===== src/rtl/axi_write_sched.sv =====
// AXI write scheduler: round-robin AW arbiter whose grant order is queued so the W channel follows it.
// Define WSCHED_LAST_CHECK_EN to add the sticky w_last mismatch checker driving err_last.
module axi_write_sched #(
  parameter int NUM_MST   = 2,
  parameter int ORD_DEPTH = 4
) (
  input  logic                 CLK,
  input  logic                 nRST,
  input  logic [NUM_MST-1:0]   aw_valid,
  input  logic [NUM_MST*8-1:0] aw_len,
  input  logic                 aw_o_ready,
  output logic [NUM_MST-1:0]   aw_grant,
  output logic                 aw_o_valid,
  input  logic [NUM_MST-1:0]   w_valid,
  input  logic [NUM_MST-1:0]   w_last,
  input  logic                 w_o_ready,
  output logic [NUM_MST-1:0]   w_sel,
  output logic [NUM_MST-1:0]   w_ready,
  output logic                 w_o_valid,
  output logic                 w_o_last,
  output logic                 err_last
);
  localparam int IDX_W = (NUM_MST > 1) ? $clog2(NUM_MST) : 1;
  localparam int PTR_W = $clog2(ORD_DEPTH);
  localparam int CNT_W = PTR_W + 1;
  localparam logic [CNT_W-1:0] DEPTH_C  = CNT_W'(ORD_DEPTH);
  localparam logic [IDX_W-1:0] LAST_MST = IDX_W'(NUM_MST - 1);

  typedef enum logic {IDLE, GRANT} state_t;

  state_t             state_q;
  logic [NUM_MST-1:0] aw_grant_q;
  logic [IDX_W-1:0]   grant_idx_q;
  logic [IDX_W-1:0]   rr_ptr_q;

  logic [7:0]       len_arr [NUM_MST];
  logic [IDX_W-1:0] idx_mem [ORD_DEPTH];
  logic [7:0]       len_mem [ORD_DEPTH];
  logic [PTR_W-1:0] wr_ptr_q, wr_ptr_d;
  logic [PTR_W-1:0] rd_ptr_q, rd_ptr_d;
  logic [CNT_W-1:0] count_q, count_d;
  logic [7:0]       beat_cnt_q, beat_cnt_d;

  logic             arb_found;
  logic [IDX_W-1:0] arb_idx;
  logic [IDX_W-1:0] cand_idx;
  int               cand;
  logic             fifo_full, nonempty, push, pop, w_hs;
  logic [IDX_W-1:0] head_idx;
  logic [7:0]       head_len;

  genvar gi;
  generate
    for (gi = 0; gi < NUM_MST; gi++) begin : g_mst
      assign len_arr[gi] = aw_len[gi*8 +: 8];
      assign w_sel[gi]   = nonempty && (head_idx == IDX_W'(gi));
      assign w_ready[gi] = w_sel[gi] && w_o_ready;
    end
  endgenerate

  // First requester at or after rr_ptr, wrapping around the master list.
  always_comb begin
    arb_found = 1'b0;
    arb_idx   = '0;
    cand      = 0;
    cand_idx  = '0;
    for (int k = 0; k < NUM_MST; k++) begin
      cand = int'(rr_ptr_q) + k;
      if (cand >= NUM_MST) cand = cand - NUM_MST;
      cand_idx = IDX_W'(cand);
      if (!arb_found && aw_valid[cand_idx]) begin
        arb_found = 1'b1;
        arb_idx   = cand_idx;
      end
    end
  end

  assign nonempty   = (count_q != '0);
  assign fifo_full  = (count_q == DEPTH_C);
  assign head_idx   = idx_mem[rd_ptr_q];
  assign head_len   = len_mem[rd_ptr_q];
  assign w_o_valid  = nonempty && w_valid[head_idx];
  assign w_o_last   = nonempty && (beat_cnt_q == head_len);
  assign w_hs       = w_o_valid && w_o_ready;
  assign pop        = w_hs && w_o_last;
  assign push       = (state_q == GRANT) && aw_o_ready;
  assign aw_grant   = aw_grant_q;
  assign aw_o_valid = (state_q == GRANT);

  // Full check uses the registered count, so a same-cycle pop never frees a slot early.
  always_ff @(posedge CLK or negedge nRST) begin
    if (!nRST) begin
      state_q     <= IDLE;
      aw_grant_q  <= '0;
      grant_idx_q <= '0;
      rr_ptr_q    <= '0;
    end else begin
      case (state_q)
        IDLE: begin
          if (arb_found && !fifo_full) begin
            state_q     <= GRANT;
            aw_grant_q  <= NUM_MST'(1) << arb_idx;
            grant_idx_q <= arb_idx;
          end
        end
        GRANT: begin
          if (aw_o_ready) begin
            state_q    <= IDLE;
            aw_grant_q <= '0;
            rr_ptr_q   <= (grant_idx_q == LAST_MST) ? '0 : grant_idx_q + 1'b1;
          end
        end
        default: state_q <= IDLE;
      endcase
    end
  end

  always_comb begin
    wr_ptr_d   = wr_ptr_q;
    rd_ptr_d   = rd_ptr_q;
    count_d    = count_q;
    beat_cnt_d = beat_cnt_q;
    if (push) wr_ptr_d = wr_ptr_q + 1'b1;
    if (pop)  rd_ptr_d = rd_ptr_q + 1'b1;
    if (push && !pop)      count_d = count_q + 1'b1;
    else if (pop && !push) count_d = count_q - 1'b1;
    if (w_hs) beat_cnt_d = w_o_last ? 8'd0 : beat_cnt_q + 8'd1;
  end

  always_ff @(posedge CLK or negedge nRST) begin
    if (!nRST) begin
      wr_ptr_q   <= '0;
      rd_ptr_q   <= '0;
      count_q    <= '0;
      beat_cnt_q <= '0;
    end else begin
      wr_ptr_q   <= wr_ptr_d;
      rd_ptr_q   <= rd_ptr_d;
      count_q    <= count_d;
      beat_cnt_q <= beat_cnt_d;
    end
  end

  always_ff @(posedge CLK) begin
    if (push) begin
      idx_mem[wr_ptr_q] <= grant_idx_q;
      len_mem[wr_ptr_q] <= len_arr[grant_idx_q];
    end
  end

`ifdef WSCHED_LAST_CHECK_EN
  logic err_q;
  always_ff @(posedge CLK or negedge nRST) begin
    if (!nRST) begin
      err_q <= 1'b0;
    end else if (w_hs && (w_last[head_idx] != w_o_last)) begin
      err_q <= 1'b1;
    end
  end
  assign err_last = err_q;
`else
  logic unused_w_last;
  assign unused_w_last = ^w_last;
  assign err_last      = 1'b0;
`endif

endmodule


===== config.mk =====
export PLATFORM = sky130hd
export DESIGN_NAME = axi_write_sched
export DESIGN_NICKNAME = d
export VERILOG_FILES = /design/src/rtl/axi_write_sched.sv
export SDC_FILE = /design/constraint.sdc
export NUM_CORES = 1
export LEC_CHECK = 0
export CAP_MARGIN = 20
export CORE_ASPECT_RATIO = 0.75
export CORE_MARGIN = 3
export CORE_UTILIZATION = 45
export CTS_BUF_LIST = sky130_fd_sc_hd__clkbuf_2
export CTS_CLUSTER_DIAMETER = 60
export CTS_CLUSTER_SIZE = 20
export DETAILED_ROUTE_END_ITERATION = 10
export PLACE_DENSITY = 0.68
export SLEW_MARGIN = 10
export SYNTH_ARGS = -nofsm -noshare
export SYNTH_HDL_FRONTEND = slang
export SYNTH_SLANG_ARGS = --single-unit

===== constraint.sdc =====
create_clock -name CLK -period 3.4 [get_ports CLK]
set_input_delay 0.34 -clock CLK [delete_from_list [all_inputs] [get_ports CLK]]
set_output_delay 0.34 -clock CLK [all_outputs]
set_load 0.05 [all_outputs]

# Yosys cells after proc, flatten, opt, wreduce, memory -nomap -nowiden
# Memory sizes are Yosys's and may differ from the RTL's.
# Cells that the tools add are included.
[word_totals]
register_bits = 20
mem_bits_rw = 36
in_bits = 26
out_inout_bits = 10
wordCells = 82
memories = 2
[op_classes]
n_addsub = 9
order_cmp = 6
eq_ne = 4
shifts = 1
muxes = 27
bitwise_logic = 3
n_reduce_logical = 22
[mem_list]
columns = ["memory", "depth", "word_bits", "read_ports", "rd_ports_with_merged_regs", "write_ports", "line_no", "source"]
rows = [
  ["len_mem", 4, 8, 1, 0, 1, "38", "logic [7:0] len_mem [ORD_DEPTH];"],
  ["idx_mem", 4, 1, 1, 0, 1, "37", "logic [IDX_W-1:0] idx_mem [ORD_DEPTH];"],
]
[op_table]
columns = ["op", "count"]
rows = [
  ["2-to-1 mux 8 bit", 4],
  ["2-to-1 mux 1 bit", 17],
  ["logical AND 1 bit", 13],
  ["adder 8 x 1 -> 8 bit, second input constant", 1],
  ["equality test 8 bit", 1],
  ["less-than comparator 1 x 2 -> 1 bit, second input constant", 3],
  ["2-to-1 mux 3 bit", 2],
  ["AND reduction 2 bit", 3],
  ["adder 2 x 1 -> 2 bit, second input constant", 2],
  [">= comparator 2 bit, second input constant", 2],
  ["logical NOT 1 bit", 4],
  ["2-to-1 mux 2 bit", 2],
  ["!= test 2 bit, second input constant", 2],
  ["case mux 2 bit (2 select lines)", 1],
  ["adder 3 x 1 -> 3 bit, second input constant", 1],
  ["equality test 3 bit, second input constant", 1],
  ["nonzero test 3 bit", 1],
  ["subtractor 3 x 1 -> 3 bit, second input constant", 1],
  ["adder 1 x 1 -> 2 bit, second input constant", 1],
  [">= comparator 1 x 2 -> 1 bit, second input constant", 1],
  ["inverter 1 bit", 2],
  ["inverter 1 -> 2 bit", 1],
  ["case mux 1 bit (2 select lines)", 1],
  ["nonzero test 2 bit", 1],
  ["other kinds (3)", 4],
]

# Logic depth before layout (Yosys ltp)
[logic_depth]
word_depth = 11
ltp_mapped = 13
ltp_nobuf = 11

# Worst setup path after synthesis
# Ideal clock, no wire load.
[synth_path]
path_type = "register to register"
startpoint = "reg rd_ptr_q[0]"
endpoint = "reg count_q[1]"
setup_time_ns = 0.125
t_arrival_ns = 2.967
t_required_ns = 3.275
path_slack_ns = 0.309
path_stages_with_launch = 11
n_path_buf = 1
synth_period_minus_slack_ns = 3.091
path_cell_list = "dfrtp_1 mux4_2 xor2_1 a2111o_1 nor4_2 buf_4 nand2_1 ha_1 inv_1 fa_1 mux2_2"
[synth_via]
elab_cells_between_ends = 14
cone_classes = "eq/ne (1); mux (3); reduce/logical (8); memory (2)"
[synth_rtl]
columns = ["item", "line_no", "source"]
rows = [
  ["start, declared", "40", "logic [PTR_W-1:0] rd_ptr_q, rd_ptr_d;"],
  ["start signal, assigned", "138", "rd_ptr_q <= rd_ptr_d;"],
  ["memory (4 x 8 bit)", "-", ""],
  ["equality test 8 bit", "83", "assign w_o_last = nonempty && (beat_cnt_q == head_len);"],
  ["logical AND 1 bit", "83", ""],
  ["net w_o_last", "20", "output logic w_o_last,"],
  ["logical AND 1 bit", "85", "assign pop = w_hs && w_o_last;"],
  ["logical NOT 1 bit", "125", "if (push && !pop) count_d = count_q + 1'b1;"],
  ["logical AND 1 bit", "125", ""],
  ["2-to-1 mux 3 bit", "125", ""],
  ["net count_d[1]", "41", "logic [CNT_W-1:0] count_q, count_d;"],
  ["end signal, assigned", "139", "count_q <= count_d;"],
  ["end, declared", "41", ""],
]
# The timed path passes the listed nets, and every way through them passes these cells. The select of a mux whose other input is x is not followed.
# A chain may end at the register's enable or synchronous reset.

# Final worst setup path
[layout_path]
startpoint = "reg rd_ptr_q[0]"
endpoint = "out w_ready[0]"
[layout_via]
elab_chain_len = 4
[layout_rtl]
columns = ["item", "line_no", "source"]
rows = [
  ["memory (4 x 1 bit)", "-", ""],
  ["inverter 1 bit", "56", "assign w_sel[gi] = nonempty && (head_idx == IDX_W'(gi));"],
  ["logical AND 1 bit", "56", ""],
  ["logical AND 1 bit", "57", "assign w_ready[gi] = w_sel[gi] && w_o_ready;"],
  ["end, declared", "18", "output logic [NUM_MST-1:0] w_ready,"],
]
# Every way passes these cells.

==> run_results.csv <==
group,metric,value,unit
grt,grt_max_degree,21,
final_layout,diodes,0,
final_layout,drive_above_1_share,0.1500,
detailed_routing,dr_total_vias,1534,
sta,tightest_slew,0.9265,ns
worst_setup_path,crit_arrival,2.80,ns
detailed_routing,drt_iter0_markers,56,
final_layout,syn2layout_area_growth,18.29,%
logic_synthesis,syn-instance-count,182,
cts,cts.path.max_buffers,2,
sta,hold_viol,0,
sta,fin_skew,0.03904,ns
floorplan,coreArea,0.005439,sq mm
worst_setup_path,critPathLaunchType,"flip-flop",
logic_synthesis,synth_top_cells_by_area,"edfxtp_1, dfrtp_1, mux4_2",
sta,tns,0,ns
logic_synthesis,syn_area,0.002572,sq mm
floorplan,rows,23,
worst_setup_path,worstReg2RegEnd,"count_q[2]",
detailed_routing,via_per_inst,5.200,
cts,clk_pin_slew_worst_paths,0.30,ns
logic_synthesis,syn_nets,215,
pwr,switchingPower,0.8034,mW
logic_synthesis,synth_top_family_by_area,"multiplexers",
sta,slew_headroom,0.3804,
floorplan,num_io_pins,36,
logic_synthesis,yosys.area_share.simple,0.08901,
sta,drv_slew,0,
grt,overflow,0,
hold_path,hp-class,"in2async",
sta,finalSetupViolations,0,
placed_design,place_ws,0.4463,ns
cts,post_cts.repair.setup_buffers,0,
detailed_routing,dr.pass1.iters,4,
logic_synthesis,ys_seq_area_frac,0.6148,
floorplan,die_area,0.006669,sq mm
cts,cts_resized,0,
pwr,ir_drop,0.0002837,V
grt,grt_pass1_wl,7.631,mm
worst_setup_path,r2r_start,"rd_ptr_q[0]",
detailed_routing,ant_nets,0,
logic_synthesis,synthMuxAreaShare,0.1299,
detailed_routing,routedWlPerCell,15.92,um
grt,antenna_found_initial,0,
pwr,leakagePower,1.146,nW
placed_design,post_dp_cell_area,0.002994,sq mm
pwr,combPwrFrac,0.370,
grt,grt_pass1_vias,1558,
sta,holdWs,0.3485,ns
floorplan,die_h,71.48,um
placed_design,gp_congestion,0.6931,
cts,worstSkewPairLatency,0.44,ns
pwr,powerDensity,702.9,mW/mm^2
cts,hold_buffers,0,
status,outcome,"finished clean",
detailed_routing,drc,0,
sta,layout_setup_ws,0.2591,ns
cts,cts_buffers,5,
sta,fin_crit_sh,0.9238,
pwr,p_total,2.139,mW
worst_setup_path,worstSetupEndpointType,"output pin",
final_layout,nets,252,
worst_setup_path,crit_path_max_fanout,12,
placed_design,place_hpwl,3.439,mm
cts,h-tree-depth,2,
cts,clkSinkCount,56,
pwr,pwr-share-seq,0.508,
cts,tritoncts,"built",
pwr,p_sw_frac,0.3756,
sta,rsz0062_at_grt,"false",
logic_synthesis,synth_top_cell_by_area,"edfxtp_1",
pwr,intPower,1.335,mW
logic_synthesis,synthAdderAreaFrac,0.03696,
pwr,clkPwrFrac,0.122,
job,max_cap_violations,0,
floorplan,die_w,93.31,um
logic_synthesis,yosysWarningCount,0,
logic_synthesis,synth_xor_area_frac,0.05107,
final_layout,n_fill_cell,443,
sta,fmax,318.4,MHz
logic_synthesis,syn_area_per_cell,14.13,sq um
grt,grt_usage,0.1499,
logic_synthesis,synth_compound_area_frac,0.05691,
worst_setup_path,reg2regPathDepth,11,
cts,clock-root-buffer,"clkbuf_2",
worst_setup_path,worstSetupPathType,"reg2out",
logic_synthesis,ys_types,33,
detailed_routing,drt_wl_total,4.696,mm
worst_setup_path,critPathRequiredTime,3.06,ns
floorplan,start_util,0.4730,
worst_setup_path,r2r_slack,0.43,ns
logic_synthesis,synth_seq_cells,56,
logic_synthesis,synth_top_area_frac,0.4202,
final_layout,design_area,0.003043,sq mm
placed_design,portBuffers,32,
sta,fin_crit,3.141,ns
==> power by group through the flow <==
stage | Clock [mW] | Sequential (mW) | Combinational [mW]
floorplan | 0 | 1.10 | 0.550
global placement | 0 | 1.08 | 0.758
detailed placement | 0 | 1.10 | 0.797
CTS | 0.266 | 1.08 | 0.803
global route | 0.292 | 1.11 | 0.874
finish | 0.261 | 1.09 | 0.792
==> final cells by class <==
class / instances / area [sq um] / area share
well taps: 75 / 93.84 / 0.03084
inverters: 5 / 18.77 / 0.006168
clock inverters: 3 / 21.27 / 0.006990
flip-flops and latches: 56 / 1582 / 0.5197
multi-input cells: 115 / 939.7 / 0.3088
repair buffers: 36 / 362.8 / 0.1192
clock buffers: 5 / 25.02 / 0.008224
==> metrics by stage <==
| stage | utilization | instances |
|---|---|---|
| 2_1_floorplan | - | 182 |
| 3_3_place_gp | 0.5505 | 287 |
| 3_5_place_dp | 0.5505 | 287 |
| 4_1_cts | 0.5590 | 295 |
| 5_1_grt | 0.5595 | 295 |
| 6_report | 0.5595 | 295 |
==> layer usage <==
layer  global-route usage  vias up  routed length [um]
met4              0.03577        0                  32
met3              0.03778        5                 229
met1               0.2075      753                2205
li1                     -      740                   -
met2               0.2409       36                2228
met5                    0        -                   0
==> flip-flops by register name (all words and copies together), names as in the netlist, 2 cells and up <==
| signal | flops |
|---|---|
| aw_grant | 2 |
| beat_cnt_q | 8 |
| count_q | 3 |
| idx_mem | 4 |
| len_mem | 32 |
| rd_ptr_q | 2 |
| wr_ptr_q | 2 |
==> worst max-delay path by stage <==
stage | startpoint | to | slack (ns) | depth (start not counted)
finish | rd_ptr_q[0] | w_ready[0] | 0.26 | 4
global route | rd_ptr_q[0] | w_ready[0] | 0.13 | 4
CTS | rd_ptr_q[0] | w_o_valid | 0.08 | 5
detailed placement | rd_ptr_q[1] | count_q[1] | 0.45 | 9
global placement | rd_ptr_q[1] | count_q[1] | 0.49 | 9
floorplan | rd_ptr_q[0] | count_q[1] | 0.31 | 10
==> logic make-up after synthesis <==
kind of cell | count (synthesis)
other cells | 1
buf+inv | 11
fa+ha+maj | 7
simple gates | 46
mux | 23
compound gates | 23
xor+xnor | 15
flops | 56
==> placed cells by master (no fill, tap or decap), types with 3 or more instances in the layout <==
cell	Yosys	final
inv_1	5	5
nor2b_1	3	3
xnor2_1	9	9
a21oi_1	5	5
buf_4	2	4
o21ai_0	10	10
clkbuf_2	0	5
nand2_1	13	13
edfxtp_1	36	36
nor3_1	4	4
a22o_1	4	4
mux4_2	6	6
dfrtp_1	20	20
xor2_1	6	6
ha_1	6	6
mux2_2	10	10
and3_1	9	9
clkdlybuf4s50_1	0	30
mux2i_1	6	6
nor2_1	10	10
==> cell usage after synthesis <==
library cell and instances:
edfxtp_1 36, dfrtp_1 20, nand2_1 13, mux2_2 10
nor2_1 10, o21ai_0 10, and3_1 9, xnor2_1 9
ha_1 6, mux2i_1 6, mux4_2 6, xor2_1 6
a21oi_1 5, inv_1 5, a22o_1 4, nor3_1 4
nor2b_1 3, buf_2 2, buf_4 2, clkbuf_1 2
nand3_1 2, a2111o_1 1, a22oi_1 1, a31o_2 1
and2_1 1, conb_1 1, fa_1 1, mux4_1 1
nand4_1 1, nor4_2 1, o21ai_2 1, or2_2 1
or3_1 1
==> critical path: stages, from the launching register on <==
cell             delay (ns)
dfrtp_1                0.45
buf_4                  0.24
mux4_1                 0.70
nor2_1                 0.15
clkdlybuf4s50_1        0.82
No activity file was read; power rests on OpenSTA's default activity.
